$ cat src/rtl/ifetch_stage.sv
// MIPS32 instruction-fetch stage: PC register, next-PC selection, IF/ID pipeline register
// and a retired-fetch counter.
module ifetch_stage #(
  parameter logic [31:0] PC_RESET  = 32'h0000_0000,
  parameter logic [31:0] NOP_INSTR = 32'h0000_0000
) (
  input  logic        clock,
  input  logic        reset,
  input  logic        PCWrite,
  input  logic        IFID_Write,
  input  logic        Jump,
  input  logic        branch_taken,
  input  logic [31:0] branch_target,
  output logic [31:0] imem_addr,
  input  logic [31:0] imem_data,
  output logic [31:0] pc,
  output logic [31:0] IF_ID_Instr,
  output logic [31:0] IF_ID_PCplus4,
  output logic        IF_ID_Valid,
  output logic [31:0] fetch_count
);

  logic [31:0] pcReg;
  logic [31:0] instrReg;
  logic [31:0] pcPlus4Reg;
  logic        validReg;
  logic [31:0] countReg;

  logic [31:0] pcPlus4;
  logic [31:0] jumpTarget;
  logic [31:0] branchAddr;
  logic [31:0] pcNext;
  logic        redirect;

  assign pcPlus4    = pcReg + 32'd4;
  assign jumpTarget = {pcPlus4Reg[31:28], instrReg[25:0], 2'b00};
  assign branchAddr = {branch_target[31:2], 2'b00};
  assign redirect   = branch_taken | Jump;

  // Branch resolves in MEM, so it is older than a J sitting in IF/ID and wins.
  always_comb begin
    pcNext = pcReg;
    if (branch_taken) begin
      pcNext = branchAddr;
    end else if (Jump) begin
      pcNext = jumpTarget;
    end else if (PCWrite) begin
      pcNext = pcPlus4;
    end
  end

  always_ff @(posedge clock) begin
    if (reset) begin
      pcReg      <= PC_RESET;
      instrReg   <= NOP_INSTR;
      pcPlus4Reg <= 32'd0;
      validReg   <= 1'b0;
      countReg   <= 32'd0;
    end else begin
      pcReg <= pcNext;
      // A redirect squashes the fetch in flight even when the hazard unit is stalling.
      if (redirect) begin
        instrReg   <= NOP_INSTR;
        pcPlus4Reg <= 32'd0;
        validReg   <= 1'b0;
      end else if (IFID_Write) begin
        instrReg   <= imem_data;
        pcPlus4Reg <= pcPlus4;
        validReg   <= 1'b1;
        countReg   <= countReg + 32'd1;
      end
    end
  end

  assign imem_addr     = pcReg;
  assign pc            = pcReg;
  assign IF_ID_Instr   = instrReg;
  assign IF_ID_PCplus4 = pcPlus4Reg;
  assign IF_ID_Valid   = validReg;
  assign fetch_count   = countReg;

endmodule

$ cat config.mk
export PLATFORM = sky130hd
export DESIGN_NAME = ifetch_stage
export DESIGN_NICKNAME = d
export VERILOG_FILES = /design/src/rtl/ifetch_stage.sv
export SDC_FILE = /design/constraint.sdc
export NUM_CORES = 1
export LEC_CHECK = 0
export CAP_MARGIN = 40
export CORE_AREA = 4 4 125 127
export DETAILED_ROUTE_END_ITERATION = 16
export DIE_AREA = 0 0 129 131
export HOLD_SLACK_MARGIN = 0.12
export PLACE_DENSITY = 0.78
export SLEW_MARGIN = 20
export SYNTH_ARGS = -nofsm -noshare
export SYNTH_HDL_FRONTEND = slang
export SYNTH_SLANG_ARGS = --single-unit
$ cat constraint.sdc
create_clock -name clock -period 2.7 [get_ports clock]
set_input_delay 0.405 -clock clock [delete_from_list [all_inputs] [get_ports clock]]
set_output_delay 0.405 -clock clock [all_outputs]
set_load 0.05 [all_outputs]
# [Word level (Yosys, flattened, before mapping)]
# Cells that the tools add are included.
[totals] reg_bits=129 output_inout_bits=161
[classes] reduce_logical=4 bitwise_logic=2 muxes=3 n_addsub=2
[ops] op="$mux 32" n=3
[ops] op="$add 32x1->32 const B" n=1
[ops] op="$add 32x3->32 const B" n=1
[ops] op="$reduce_bool 3->1" n=1
[ops] op="$reduce_or 3->1" n=1
[ops] op="$reduce_and 2->1" n=1
[ops] op="$reduce_or 2->1" n=1
[ops] op="$not 1->1" n=1
[ops] op="$or 1x1->1" n=1

# [Logic depth before layout (Yosys ltp)]
# Gate-level depths: netlist of the first run.
[logic_depth] word_depth=4 depth_mapped=8 depth_no_buf=6

# [Least setup slack after synthesis of the first run]
# Ideal clock, no wire load.
[synth_timing] path_kind="reg-to-reg" from="reg pcReg[2] (netlist: imem_addr[2])" to="reg pcReg[20] (netlist: imem_addr[20])" setup_ps=130 stages_incl_launch_ff=8 path_slack_ps=432 required_ps=2570 arrival_time_ps=2138 cell_sequence="dfxtp_1 -> ha_1 -> and3_1 -> buf_4 -> nand2_1 -> or3_1 -> a211oi_1 -> o22ai_1"
[synth_via] elab_chain_len=4
[synth_rtl] item="from (decl)" line="23" text="logic [31:0] pcReg;"
[synth_rtl] item="from (signal assigned)" line="60" text="pcReg <= pcNext;"
[synth_rtl] item="$add 32x3->32" line="35" text="assign pcPlus4 = pcReg + 32'd4;"
[synth_rtl] item="$mux 32" line="47" text="end else if (PCWrite) begin"
[synth_rtl] item="$mux 32" line="45" text="end else if (Jump) begin"
[synth_rtl] item="$mux 32" line="43" text="if (branch_taken) begin"
# No other way between the ends. The select of a mux whose other input is x is not followed.
# A chain may end at the register's enable or synchronous reset.

# [Final worst setup path of the first run]
[layout_timing] from="reg pcReg[13] (netlist: imem_addr[13])" to="out pc[13]"
[layout_lines] item="to (decl)" line="16" text="output logic [31:0] pc,"
# No word-level cell between the ends.

==> results.cfg, run 1 <==
[yosys]
synth_area_um2 = 6420
synth_cells = 756
yosys_most_used_dff = dfxtp_1
yosys.cell_types.count = 59
synthArstFlopShare_pct = 0
seq_area_frac_synth_pct = 39.0
yosys_warnings = 0
syn_area_per_cell_um2 = 8.50
synth-seq-cells = 125
synth_edf_count = 0

[worst_hold_path]
hp-class = in -> reg
whs_endpoint = IF_ID_Instr[27]
worstHoldStart = IFID_Write
hold_depth = 3

[worst_setup_path]
required_ns = 2.30
crit_fanout = 8
slowest_delay_ns = 0.88
r2r-start = imem_addr[3]
start_kind = register
endpoint_kind = output pin
slowest_stage = clkdlybuf4s50_1
rr_worst_depth = 6
critPathBufInv = 1
path_class = reg -> out
crit_family = buffers and inverters
ff2ff_setup_slack_ns = 0.53
worstPathCellList = clkdlybuf4s50_1
arrival_ns = 1.87
r2r_end = IF_ID_PCplus4[20]

[power_and_ir_drop]
power_density_nw_per_um2 = 559
p_leak_uw = 0.00325
p_total_uw = 5110
max-vdd-ir-drop_uv = 421

[die]
fp.coreArea_um2 = 14400
initial_core_util_pct = 44.5
rows = 44
ios = 231
die_h_um = 131
die_area_um2 = 16900
fp.dieW_um = 129

[placed_design]
dp_hpwl_mm = 14.8
placed_area_um2 = 8540
gp_congestion = 0.902
port_buffers = 222

[drt]
finalWirelength_mm = 20.1
first_iter_violations = 484
drc_errors = 0
drt_pass1_iterations = 5
vias_per_cell = 5.40
ant_nets = 0
num_vias = 6123
wl_per_cell_um = 17.7

[cts]
hold_buffers = 0
cts_tree = built
cts_root_buffer = clkbuf_16
path_clk_slew_ns = 0.06
htreeDepth = 4
clk_latency_ns = 0.41
cts-resized-gates = 0
cts_buffer_depth = 2
cts_buffers = 17
clock-sinks = 125
cts_setup_buffers = 0

[layout]
nets = 1007
stdcell_area_um2 = 9150
fillers = 1223
area_delta_synth_final_pct = 42.5
drive_gt1_share_pct = 8.02

[run]
maxCapViolCount = 0

[sta]
fmax_mhz = 439
worst_clock_skew_ns = 0.00654
fin_tns_setup_ns = 0
hold_viol = 0
slew_viol_final = 0
slew_headroom_pct = 56.7
worstMarginPinSlew_ns = 0.649
holdWs_ns = 0.376
period_needed_ns = 2.28
period_share_pct = 84.3
rsz0062_at_grt = false
setup_violations = 0

[global_routing]
overflow = 0
antenna_found_initial = 2
grt_pass1_wl_mm = 31.4
grt_max_degree = 46
grt_usage_pct = 23.6
grt_pass1_vias = 5861

[status]
status = finished, final reports clean
-- final cells by class --
cell class / count / area (um2) / share of cell area [%]
multi-input combinational: 532 / 3380 / 37.0
sequential: 125 / 2500 / 27.3
timing repair buffer: 241 / 2360 / 25.8
clock buffer: 22 / 494 / 5.40
tap: 184 / 230 / 2.52
clock inverter: 10 / 111 / 1.22
inverter: 18 / 67.6 / 0.738
antenna: 2 / 5.00 / 0.0547
-- cell usage in the layout, fill, tap and decap left out, drive strengths merged, types with 12 or more instances in the layout --
cell type / synthesis / routed
a211oi: 16 / 16
a21oi: 54 / 54
and3: 13 / 13
and4: 12 / 12
buf: 58 / 23
clkbuf: 28 / 22
clkdlybuf4s50: 0 / 218
dfxtp: 125 / 125
inv: 17 / 17
mux2i: 41 / 41
nand2: 39 / 39
nand3: 26 / 26
nand4: 12 / 12
nor2: 103 / 103
nor3: 27 / 27
nor4: 21 / 21
o21ai: 35 / 35
xnor2: 48 / 48
xor2: 15 / 15
-- power by group --
group	switching, uW	internal (uW)
registers	81.6	1900
logic	527	324
clock network	812	1470
-- synthesized netlist by cell type (3+ instances only) --
library cell	n	area (um2)
nand4_1	9	56.3
nor3b_1	4	30.0
nor4_1	14	87.6
dfxtp_1	125	2500
mux2i_1	41	410
buf_1	11	41.3
nor4_4	3	63.8
a21oi_1	54	270
nand2_1	38	143
nand3_1	25	125
buf_4	38	285
nor3_1	27	135
xnor2_1	48	420
clkbuf_1	26	97.6
and3_1	12	75.1
a211oi_1	15	113
a221o_1	3	30.0
buf_2	7	35.0
and4_1	10	87.6
nor4_2	4	50.1
o211ai_1	5	37.5
o22ai_1	6	37.5
xor2_1	15	131
a221oi_1	6	52.6
or3_1	3	18.8
o21a_1	4	30.0
inv_1	17	63.8
o21ai_0	35	175
nand2b_1	9	56.3
nor2_1	103	387
-- worst max path at each step --
stage | start | to | cells past startpoint
final | imem_addr[13] | pc[13] | 1
after global placement | PCWrite | imem_addr[11] | 6
after global routing | imem_addr[3] | imem_addr[18] | 7
after CTS | imem_addr[6] | imem_addr[6] | 1
after detailed placement | PCWrite | imem_addr[4] | 6
after floorplan | imem_addr[2] | imem_addr[20] | 7
-- metal layers --
layer | track usage, % | routed length, um | up-vias
met5 | 0 | 0 | -
met4 | 9.88 | 516 | 0
met3 | 6.34 | 1670 | 33
met2 | 36.8 | 9160 | 266
met1 | 31.0 | 8730 | 2834
li1 | - | - | 2990
-- cells by family (layout without fill, tap and decap cells) --
group	Yosys count	count (layout)	share of synthesized area [%]
AND/OR/NAND/NOR	277	277	23.2
AO/OA/AOI/OAI	143	143	13.7
buffers and inverters	104	291	8.71
XOR/XNOR	63	63	8.59
adder cells (fa/ha/maj)	2	2	0.389
flip-flops	125	125	39.0
other	1	8	0.0584
multiplexers	41	41	6.39
-- metrics by stage --
step                      setup WS, ns  std cells  util [%]
after CTS                        0.416       1132      63.4
after global routing             0.357       1134      63.5
after detailed placement         0.526       1100      59.2
after global placement           0.548       1100      59.2
final                            0.423       1134      63.5
after floorplan                  0.432        761         -
-- worst reg2reg max path, delay by kind of cell, from the launching register on --
| kind | cells | cell delay [ns] |
|---|---|---|
| adders and majority gates | 1 | 0.23 |
| AOI/OAI and AO/OA | 1 | 0.11 |
| DFF | 1 | 0.45 |
| xor gates and xnor gates | 1 | 0.28 |
| and+or+nand+nor | 3 | 0.98 |
-- registers in the layout, summed over array words and instances (netlist names) --
name and count:
IF_ID_Instr 32, IF_ID_PCplus4 30, IF_ID_Valid 1, fetch_count 32, imem_addr 30
Note: power is estimated with default switching activity, not from simulation.
==> run 2, diff against run 1 <==
Settings changed: CORE_AREA 4 4 125 127 to 4 4 131 133, DIE_AREA 0 0 129 131 to 0 0 135 137, PLACE_DENSITY 0.78 to 0.75.
Clock period 2.7 ns to 2 ns, I/O delays scaled along.
==> run 2 against run 1 <==
Effect of this change: wire length is 5.8% higher; non-clock buffer count grew 42; register-to-register slack lost 0.40 ns; die area increased by 9.4%; sequential cell count is the same; sequential share of layout area down 0.45 points; critical path depth unchanged; combinational power is 40% higher; critical path type unchanged.
==> results.cfg, run 2 (same netlist as run 1, synthesis figures left out) <==
[status]
status = finished, final reports clean

[power_and_ir_drop]
power_switching_share_pct = 28.4
seq_power_share_pct = 40.4
p_comb_share_pct = 18.1
p_int_uw = 4700
p_sw_uw = 1860
max-vdd-ir-drop_uv = 594
power_density_nw_per_um2 = 695
pwr-share-clk_pct = 41.4
p_leak_uw = 0.00381

[sta]
period_share_pct = 98.4
fmax_mhz = 508
setup_violations = 0
holdWs_ns = 0.249
period_needed_ns = 1.97
slew_headroom_pct = 62.4
worst_clock_skew_ns = 0.00786
hold_viol = 0
slew_viol_final = 0
rsz0062_at_grt = false
worstMarginPinSlew_ns = 0.562

[worst_setup_path]
crit_family = buffers and inverters
endpoint_kind = output pin
ff2ff_setup_slack_ns = 0.13
crit_fanout = 9
arrival_ns = 1.67
r2r_end = imem_addr[29]
r2r-start = imem_addr[2]
startpoint = imem_addr[20]
slowest_delay_ns = 0.84
start_kind = register
critPathBufInv = 1
required_ns = 1.70
rr_worst_depth = 7
worstPathCellList = clkdlybuf4s50_1
slowest_stage = clkdlybuf4s50_1
path_class = reg -> out

[die]
fp.coreArea_um2 = 15800
initial_core_util_pct = 40.6
rows = 46
die_area_um2 = 18500
fp.dieW_um = 135
die_h_um = 137
ios = 231

[layout]
mostFrequentLayoutCells = 159 x clkdlybuf4s50_1, 103 x nor2_1, 100 x dfxtp_1
area_delta_synth_final_pct = 46.9
stdcell_area_um2 = 9430
drive_gt1_share_pct = 14.7
nets = 1049
antenna_cells = 0
layout.cells.most_common = clkdlybuf4s50_1

[worst_hold_path]
whs_endpoint = IF_ID_PCplus4[28]
worstHoldStart = reset
hold_depth = 4
hp-class = in -> reg

[global_routing]
grt_max_degree = 93
grt_usage_pct = 22.7
overflow = 0
grt_pass1_wl_mm = 33.0
grt_pass1_vias = 6030
antenna_found_initial = 1

[drt]
wl_per_cell_um = 17.7
num_vias = 6356
ant_nets = 0
drt_pass1_iterations = 5
vias_per_cell = 5.28
drc_errors = 0
first_iter_violations = 592
finalWirelength_mm = 21.2

[placed_design]
port_buffers = 222
placed_area_um2 = 8930
dp_hpwl_mm = 15.6
gp_congestion = 0.894

[cts]
cts_buffer_depth = 2
htreeDepth = 4
clk_latency_ns = 0.41
clock-sinks = 125
cts_root_buffer = clkbuf_16
cts_setup_buffers = 0
cts-resized-gates = 38
cts_buffers = 17
hold_buffers = 0
cts_tree = built
path_clk_slew_ns = 0.05

[run]
maxCapViolCount = 0
[run 2: stage by stage]
stage / util (%) / worst slack [ns] / setup TNS, ns / instances / total power, uW
floorplan: - / -0.0184 / -0.0184 / 761 / 3470
global placement: 56.5 / 0.0146 / 0 / 1174 / 3900
detailed placement: 56.5 / -0.00835 / -0.00835 / 1174 / 3910
CTS: 59.4 / 0.000832 / 0 / 1203 / 6600
global route: 59.6 / 0.000486 / 0 / 1203 / 6800
finish: 59.6 / 0.0327 / 0 / 1203 / 6560
[run 2: metal layers]
layer	global-route usage, %	vias to the layer above	routed length [um]
met1	30.3	2974	9120
met5	0	-	12
met3	6.47	30	1920
met4	7.05	2	317
li1	-	3059	-
met2	35.7	291	9870
[run 2: area by class of cell]
type | instances | area, um2
multi-input cells | 532 | 3390
clock buffers | 27 | 503
flip-flops and latches | 125 | 2540
inverters | 18 | 67.6
fillers | 1446 | 6390
clock inverters | 2 | 10.0
well taps | 216 | 270
repair buffers | 283 | 2660
[run 2: worst max-delay path by stage]
stage	to	slack [ns]	cells past startpoint
after detailed placement	imem_addr[11]	-0.008	6
after CTS	pc[14]	0.0008	1
final	imem_addr[20]	0.03	1
after floorplan	imem_addr[20]	-0.02	7
after global placement	imem_addr[11]	0.01	6
after global routing	IF_ID_Instr[10]	0.0005	1
[run 2: worst register-to-register path, stage by stage, from the launching register on]
cell     delay, ns
dfxtp_4       0.36
buf_4         0.14
and4_1        0.22
nand2_1       0.16
buf_4         0.19
nor4_1        0.39
and3_1        0.24
nor3_1        0.06
[run 2: power groups by stage]
| stage | Combinational (uW) | Clock (uW) | Sequential (uW) |
|---|---|---|---|
| 2_1_floorplan | 553 | 0 | 2920 |
| 3_3_place_gp | 1200 | 0 | 2700 |
| 3_5_place_dp | 1210 | 0 | 2700 |
| 4_1_cts | 1190 | 2760 | 2650 |
| 5_1_grt | 1250 | 2890 | 2660 |
| 6_report | 1190 | 2720 | 2650 |
